### config.mk
export PLATFORM = sky130hd
export DESIGN_NAME = count_sample_fifo
export DESIGN_NICKNAME = d
export VERILOG_FILES = /design/src/rtl/count_sample_fifo.sv
export SDC_FILE = /design/constraint.sdc
export NUM_CORES = 1
export LEC_CHECK = 0
export BUFFER_PORTS_ARGS = -buffer_cell sky130_fd_sc_hd__buf_2
export CORE_UTILIZATION = 50
export DETAILED_ROUTE_END_ITERATION = 10
export HOLD_SLACK_MARGIN = 0.1
export PLACE_DENSITY = 0.71
export SLEW_MARGIN = 20
export SYNTH_ARGS = -nofsm -noshare
export SYNTH_HDL_FRONTEND = slang
export SYNTH_SLANG_ARGS = --single-unit
### constraint.sdc
create_clock -name clk -period 2.8 [get_ports clk]
set_input_delay 0.14 -clock clk [delete_from_list [all_inputs] [get_ports clk]]
set_output_delay 0.14 -clock clk [all_outputs]
set_load 0.005 [all_outputs]
### src/rtl/count_sample_fifo.sv
`default_nettype none
// ============================================================================
//  Module   : count_sample_fifo
//  Purpose  : Samples an upstream counter every PERIOD cycles while running.
//             Each sample is tagged with a wrap flag and buffered in a
//             DEPTH-entry first-word-fall-through FIFO. The FIFO is drained
//             through a valid/ready port. The block also keeps a saturating
//             wrap count and a sticky overflow flag.
//  Revision : 1.0 - initial release
// ============================================================================
module count_sample_fifo #(
    parameter int WIDTH  = 8,
    parameter int DEPTH  = 8,
    parameter int PERIOD = 16
) (
    input  logic                     clk,
    input  logic                     reset,
    input  logic                     start,
    input  logic                     stop,
    input  logic [WIDTH-1:0]         cnt_in,
    output logic [WIDTH:0]           out_data,
    output logic                     out_valid,
    input  logic                     out_ready,
    output logic                     busy,
    output logic                     overflow,
    output logic [7:0]               wrap_cnt,
    output logic [$clog2(DEPTH):0]   level
);

    localparam int AW = $clog2(DEPTH);
    localparam int LW = AW + 1;
    localparam int PW = (PERIOD > 1) ? $clog2(PERIOD) : 1;

    typedef enum logic [0:0] {
        S_IDLE = 1'b0,
        S_RUN  = 1'b1
    } state_t;

    state_t             state_q, state_d;
    logic [PW-1:0]      per_cnt_q, per_cnt_d;
    logic [WIDTH-1:0]   prev_q, prev_d;
    logic               prev_valid_q, prev_valid_d;
    logic [7:0]         wrap_cnt_q, wrap_cnt_d;
    logic               overflow_q, overflow_d;
    logic [AW-1:0]      wr_ptr_q, wr_ptr_d;
    logic [AW-1:0]      rd_ptr_q, rd_ptr_d;
    logic [LW-1:0]      level_q, level_d;
    logic [WIDTH:0]     mem_q [DEPTH];

    logic               arm;
    logic               sample;
    logic               wrap_flag;
    logic               full;
    logic               pop;
    logic               push;

    // Event decode: arming, sample instants, FIFO handshake.
    // A stop coinciding with a sample instant suppresses the sample.
    assign arm       = (state_q == S_IDLE) && start && !stop;
    assign sample    = (state_q == S_RUN) && !stop && (per_cnt_q == PW'(PERIOD - 1));
    assign wrap_flag = prev_valid_q && (cnt_in < prev_q);
    assign full      = (level_q == LW'(DEPTH));
    assign pop       = out_valid && out_ready;
    assign push      = sample && (!full || pop);

    assign out_valid = (level_q != '0);
    assign out_data  = out_valid ? mem_q[rd_ptr_q] : '0;
    assign busy      = (state_q == S_RUN);
    assign overflow  = overflow_q;
    assign wrap_cnt  = wrap_cnt_q;
    assign level     = level_q;

    // Next-state logic for the FSM, period counter, sample tracking and FIFO bookkeeping.
    always_comb begin
        state_d      = state_q;
        per_cnt_d    = per_cnt_q;
        prev_d       = prev_q;
        prev_valid_d = prev_valid_q;
        wrap_cnt_d   = wrap_cnt_q;
        overflow_d   = overflow_q;
        wr_ptr_d     = wr_ptr_q;
        rd_ptr_d     = rd_ptr_q;
        level_d      = level_q;

        case (state_q)
            S_IDLE: begin
                if (arm) begin
                    state_d      = S_RUN;
                    per_cnt_d    = '0;
                    prev_valid_d = 1'b0;
                    wrap_cnt_d   = '0;
                    overflow_d   = 1'b0;
                end
            end
            S_RUN: begin
                if (stop) begin
                    state_d   = S_IDLE;
                    per_cnt_d = '0;
                end else if (sample) begin
                    per_cnt_d = '0;
                end else begin
                    per_cnt_d = per_cnt_q + 1'b1;
                end
            end
            default: state_d = S_IDLE;
        endcase

        // Sample bookkeeping happens whether or not the sample fits in the FIFO.
        if (sample) begin
            prev_d       = cnt_in;
            prev_valid_d = 1'b1;
            if (wrap_flag && (wrap_cnt_q != 8'd255)) begin
                wrap_cnt_d = wrap_cnt_q + 8'd1;
            end
            if (full && !pop) begin
                overflow_d = 1'b1;
            end
        end

        if (push) begin
            wr_ptr_d = wr_ptr_q + 1'b1;
        end
        if (pop) begin
            rd_ptr_d = rd_ptr_q + 1'b1;
        end
        case ({push, pop})
            2'b10:   level_d = level_q + 1'b1;
            2'b01:   level_d = level_q - 1'b1;
            default: level_d = level_q;
        endcase
    end

    // Control and status registers with synchronous active-low reset.
    always_ff @(posedge clk) begin
        if (!reset) begin
            state_q      <= S_IDLE;
            per_cnt_q    <= '0;
            prev_q       <= '0;
            prev_valid_q <= 1'b0;
            wrap_cnt_q   <= '0;
            overflow_q   <= 1'b0;
            wr_ptr_q     <= '0;
            rd_ptr_q     <= '0;
            level_q      <= '0;
        end else begin
            state_q      <= state_d;
            per_cnt_q    <= per_cnt_d;
            prev_q       <= prev_d;
            prev_valid_q <= prev_valid_d;
            wrap_cnt_q   <= wrap_cnt_d;
            overflow_q   <= overflow_d;
            wr_ptr_q     <= wr_ptr_d;
            rd_ptr_q     <= rd_ptr_d;
            level_q      <= level_d;
        end
    end

    // FIFO storage; contents need no reset because level gates visibility.
    always_ff @(posedge clk) begin
        if (push) begin
            mem_q[wr_ptr_q] <= {wrap_flag, cnt_in};
        end
    end

endmodule
`default_nettype wire

* Yosys cells after proc, flatten, opt, wreduce, memory -nomap -nowiden
Memory sizes are Yosys's and may differ from the RTL's. A register that Yosys moved wholly into a read port is not among the register bits.
Index checks and enable logic that the tools add are counted.
** Word-level totals
- Input port bits :: 13
- Bits in writable memories :: 72
- Bits in latches :: 0
- Word-level logic and storage cells :: 66
- Memory bits (read-only) :: 0
- Flip-flop bits (word level) :: 33
- Memories :: 1
** Operators by class
- Shift-type cells :: 0
- Multiply operators :: 0
- Reductions and logical operators :: 17
- Add/sub/neg operators :: 6
- Divide/modulo/power cells :: 0
- Bitwise logic cells :: 1
- $lt $le $gt $ge :: 1
- Multiplexer cells :: 24
- Equal/unequal tests :: 7
** Memory list
- mem_q :: depth 8, width 9, rd ports 1, clocked after memory_dff 1, write ports 1, line 48 : logic [WIDTH:0] mem_q [DEPTH];
** Operators by type and width (number)
- two-way mux 8 bit :: 4
- case mux 4 bit (2 select lines) :: 2
- two-way mux 4 bit :: 3
- two-way mux 1 bit :: 11
- logical AND 1 bit :: 9
- two-way mux 9 bit :: 1
- adder 4 x 1 -> 4 bit (second input constant) :: 2
- adder 8 x 1 -> 8 bit (second input constant) :: 1
- equality test 4 bit (second input constant) :: 2
- less-than comparator 8 bit :: 1
- inequality test 8 bit (second input constant) :: 1
- adder 3 x 1 -> 3 bit (second input constant) :: 2
- two-way mux 3 bit :: 2
- nonzero test 2 bit :: 2
- nonzero test 4 bit :: 1
- subtractor 4 x 1 -> 4 bit (second input constant) :: 1
- logical NOT 1 bit :: 3
- equality test 2 x 1 -> 1 bit (second input constant) :: 1
- equality test 2 bit (second input constant) :: 1
- inequality test 2 x 1 -> 1 bit (second input constant) :: 1
- inequality test 2 bit (second input constant) :: 1
- case mux 1 bit (2 select lines) :: 1
- AND reduction 2 bit :: 1
- logical OR 1 bit :: 1
- inverter 1 bit :: 1

* Logic depth before layout (Yosys ltp)
- Word-level depth :: 7
- Gate-level depth with buffers :: 11
- Depth with buffers taken out :: 11

* Worst setup path before layout
No wires, ideal clock.
- Path type :: reg2reg
- Start :: reg per_cnt_q[0]
- End :: mem mem_q[0][0] (netlist name), enable pin
- Setup time :: 0.399 ns
- Data arrival time :: 2.226 ns
- Clock period less this slack :: 2.625 ns
- Path buffers :: 1
- Slack :: 0.175 ns
- Stages on the path, launching flop included :: 7
- Cell sequence :: dfxtp_1 ha_1 nand3b_1 nor2_1 clkbuf_1 nand2_1 nor4_1
** Between the ends
- Word-level cells in the longest chain between the ends :: 5
** RTL lines
- start: declaration :: line 40 : logic [PW-1:0] per_cnt_q, per_cnt_d;
- start signal: assignment :: line 147 : per_cnt_q <= per_cnt_d;
- equality test 4 bit :: line 60 : assign sample = (state_q == S_RUN) && !stop && (per_cnt_q == PW'(PERIOD - 1));
- logical AND 1 bit :: line 60
- logical AND 1 bit :: line 64 : assign push = sample && (!full || pop);
- two-way mux 1 bit :: line 160 : if (push) begin
- two-way mux 1 bit (not written as such) :: line 161 : mem_q[wr_ptr_q] <= {wrap_flag, cnt_in};
- end: declaration :: line 48
Every way passes these cells.

* Worst setup path in the final report
- Start :: reg per_cnt_q[0]
- End :: reg level_q[3], in the netlist level[3]
** Between the ends
- Word-level cells in the longest chain between the ends :: 5
- Elaborated cells between the ends (all ways) :: 7
- Those cells by class :: eq/ne (3); mux (1); reduce/logical (3)
** RTL lines
- equality test 4 bit * :: line 60
- logical AND 1 bit * :: line 60
- logical AND 1 bit * :: line 64
- equality test 2 x 1 -> 1 bit or equality test 2 bit (tied branches) :: line 126 : case ({push, pop})
- case mux 4 bit (2 select lines) or nonzero test 2 bit (tied branches)
- end signal: assignment :: line 154 : level_q <= level_d;
- end: declaration :: line 47 : logic [LW-1:0] level_q, level_d;
Mark *: on every way between the ends. The rest lies on a longest branch, timed or not.
A chain may end at the register's enable or synchronous reset.

==> results.txt <==
The worst-case hold slack came out at 113 ps. The sequential area share after synthesis came out at 61.7%. The clock arrives with 11.3 ps of skew. The total number of placement rows came out at 34. In this design, the largest share of critical-path delay is due to simple AND/OR/NAND/NOR gates.

The post-synth net total came out at 374. Of the post-synthesis cell area, the dominant cell type holds 46.3%. The wire length the detailed router placed on met1 came out at 4090 µm. After synthesis, the share of flip-flops with an asynchronous set or reset is 0%. The number of gates resized after cts is 0. The delay of the slowest critical-path stage is 380 ps. Among all flip-flop cells after synthesis, the most frequent one is sky130_fd_sc_hd__edfxtp_1.

The total power per unit cell area came out at 680 nW/µm². In the routed design, unresolved DRC markers number 0. The TritonCTS clock tree is done. The total count of hold-check failures in the final report is 0. The largest net degree at the start of global routing is 24. The hold path depth is 2.

The worst slew slack as a fraction of its limit came out at 46.9%. The number of buffers and inverters on the critical path is 1. Across all register-to-register paths, the minimum setup slack is 330 ps. The number of cells on the worst reg-to-reg path is 11.

The area of the mapped netlist came out at 4670 µm². The yosys synthesis warning count is 0. The number of setup violations in the final report came out at 0. The min-delay analysis places its worst path in the category input pin to flop. After the first detailed-routing iteration, the DRC count stood at 112. The count of maximum capacitance violations came out at 0. Among all cell types in the netlist, the one instantiated most often is sky130_fd_sc_hd__edfxtp_1. The required time of the critical path is 3050 ps.

The detailed router used layers up to and including met4. The cell count after synthesis came out at 347. The leakage component of the power is 1.81 nW. Summing all multi-input logic gate instances after layout gives 1680 µm². The flow ran to the end, and the final reports show no timing, DRC or antenna violations. The floorplan step set the die height to 98.6 µm. For the worst setup path, the data arrival time is 2720 ps.

Summed over all nets, wire length on met3 after detailed routing comes to 326 µm. Counting flops and latches in the post-synthesis netlist gives 108. After layout, the design draws a total of 0.00360 W. The first global-routing pass estimated 14000 µm of wire. Across every metal layer, demand over resource in global routing totals 18.9%.

Setup repair after global routing left no endpoint under its margin. The initial antenna violation count came out at 0. For this run, the detailed router's first-pass iteration total came to 4. The final number of max-transition violations is 0. On the critical path, the stage with the largest delay is an instance of sky130_fd_sc_hd__dfxtp_1. The number of synthesized flops with an enable pin is 72.

The number of distinct library cells after synthesis came out at 53. For hold timing, the worst endpoint is level[3]. The cell accounting for the most synthesized area is sky130_fd_sc_hd__edfxtp_1.

The signal on the critical path passes through ha_1, and3b_2, nand2_4, nand3_2, inv_2, ha_1, a21o_1, a21oi_1, or3_1, a32o_1, o31a_1. Counting stages on the worst path, the most repeated cell is sky130_fd_sc_hd__ha_1. The number of sinks driven by the clock tree is 108. From synthesis to final layout, the design area changed by 13.2%. The clock network latency to the later pin of the worst-skew pair came out at 350 ps. The post-detailed-route via-to-cell ratio is 5.64. The area of all sequential standard cells is 2880 µm². Global routing finished with a remaining overflow of 0. The number of global-route vias before repair is 2846. The starting utilization of the core area came out at 52.5%. The clock-pin transition on the worst setup and hold timing paths is 100 ps. The total length of routed met2 wires is 4230 µm. The number of nets with antenna violations after routing is 0. The endpoint class of the critical path is a flop. The H-tree was split into 3 levels.

Wires add up to 8750 µm. Counting buffers and inverters, the worst setup path is 11 cells deep. The worst register-to-register path ends at level[3]. The highest achievable clock rate is 405 MHz. Along the worst path, the maximum fanout reaches 4. The final RePlAce weighted congestion is 0.762. Adding up every negative setup slack in the final design gives 0 ps. The maximum vdd drop came out at 414 µV.

The final critical delay including setup and external delays came out at 2470 ps. After legalization and detailed placement, the total HPWL measured 5780 µm. The overall die width is 98.6 µm.

Counting instances in the post-synthesis netlist gives the leading cell types as sky130_fd_sc_hd__edfxtp_1, sky130_fd_sc_hd__dfxtp_1, sky130_fd_sc_hd__nand2_1, sky130_fd_sc_hd__nor2_1. In this run the most critical hold path is launched from reset. The synthesized area per cell is 13.5 µm². The filler cells instantiated in the layout total 703. The critical path is of the flop to flop type. The die footprint is 9730 µm².

The number of antenna diodes in the final layout is 0. The core region is 8890 µm². Dividing the final minimum period by the clock period gives 88.1%. The worst register-to-register path begins at per_cnt_q[0]. The transition time at the pin with the least slew margin is 796 ps. The post-detailed-route wirelength per cell came out at 17.0 µm. In the post-synthesis netlist, the biggest area contributors are sky130_fd_sc_hd__edfxtp_1, sky130_fd_sc_hd__dfxtp_1, sky130_fd_sc_hd__mux4_2. The number of nets in the layout is 430. STA classifies the critical path startpoint as a flop. The number of ports placed on the die boundary is 37. The count of input and output buffers is 36.

The clock tree buffer depth came out at 2. The cell sitting at the root of the clock tree is a sky130_fd_sc_hd__clkbuf_8. The share of layout cells above drive strength 1 is 23.3%. The number of buffers inserted during clock tree synthesis came out at 9. The via count of the routed design came out at 2909.
## kinds of logic (layout without fill, tap and decap cells)
family / Yosys count / after routing / share of synthesized area (%)
simple gates: 118 / 118 / 12.7
xor+xnor: 8 / 8 / 1.50
mux: 29 / 29 / 11.0
compound gates: 44 / 44 / 6.78
fa+ha+maj: 14 / 14 / 3.91
buf+inv: 26 / 87 / 2.36
flops: 108 / 108 / 61.7
## layout make-up
type                    instances  share of cell area [%]
well taps                     108                    2.56
clock inverters                 7                    1.07
clock buffers                   9                    2.34
repair buffers                 56                    6.53
flip-flops and latches        108                    54.5
multi-input cells             213                    31.8
inverters                      15                    1.11
## flip-flops by register name, indices dropped and copies added, names as in the netlist, 3 cells and up, named ones only
signal,count
mem_q,72
prev_q,8
wrap_cnt,8
level,4
per_cnt_q,4
rd_ptr_q,3
wr_ptr_q,3
## worst max-delay path by stage
stage | endpoint | startpoint
2_1_floorplan | mem_q[0][0] | per_cnt_q[0]
3_3_place_gp | level[3] | per_cnt_q[0]
3_5_place_dp | level[3] | per_cnt_q[0]
4_1_cts | level[3] | per_cnt_q[0]
5_1_grt | level[3] | per_cnt_q[0]
6_report | level[3] | per_cnt_q[0]
## cell usage in the layout, fill, tap and decap left out, types with 2 or more instances in the layout
master,n
sky130_fd_sc_hd__nor2_1,32
sky130_fd_sc_hd__mux2i_1,11
sky130_fd_sc_hd__nand4_1,2
sky130_fd_sc_hd__clkbuf_8,9
sky130_fd_sc_hd__nor3_1,6
sky130_fd_sc_hd__xor2_1,2
sky130_fd_sc_hd__xnor2_1,6
sky130_fd_sc_hd__dlygate4sd3_1,6
sky130_fd_sc_hd__nand3b_1,9
sky130_fd_sc_hd__a31oi_1,6
sky130_fd_sc_hd__buf_4,14
sky130_fd_sc_hd__nand2b_1,3
sky130_fd_sc_hd__dfxtp_1,36
sky130_fd_sc_hd__nand2_1,36
sky130_fd_sc_hd__inv_1,13
sky130_fd_sc_hd__buf_2,36
sky130_fd_sc_hd__inv_6,3
sky130_fd_sc_hd__nand3_1,12
sky130_fd_sc_hd__edfxtp_1,72
sky130_fd_sc_hd__o21ai_0,3
sky130_fd_sc_hd__mux4_2,18
sky130_fd_sc_hd__nor2b_1,5
sky130_fd_sc_hd__ha_1,13
sky130_fd_sc_hd__o2bb2ai_1,2
sky130_fd_sc_hd__a21oi_1,18
sky130_fd_sc_hd__clkinv_4,2
sky130_fd_sc_hd__and2_1,2
sky130_fd_sc_hd__a211oi_1,2
## stage by stage
step	std cells	setup slack (ps)	utilization [%]	cell area, µm²
final	516	333	59.4	5290
after global routing	516	198	59.4	5290
after CTS	516	325	59.4	5290
after detailed placement	494	345	56.7	5040
after global placement	494	440	56.7	5040
after floorplan	347	175	-	4670
## per-layer routing
layer / vias to the layer above / track usage, %
li1: 1402 / -
met1: 1431 / 24.9
met2: 67 / 32.0
met3: 9 / 3.33
met4: 0 / 6.31
met5: - / 0
## power by group
part	total (W)	switching (W)	internal [W]
sequential	0.00179	0.0000542	0.00173
combinational	0.000941	0.000488	0.000453
clock	0.000868	0.000533	0.000335
## what timing repair did
| action | in CTS | in global routing |
|---|---|---|
| hold endpoints to repair | 33 | 0 |
| hold buffers | 6 | 0 |
| endpoints found under the setup margin | 0 | 0 |
| buffers inserted | 0 | 0 |
Power figures use the tool's default switching activity.
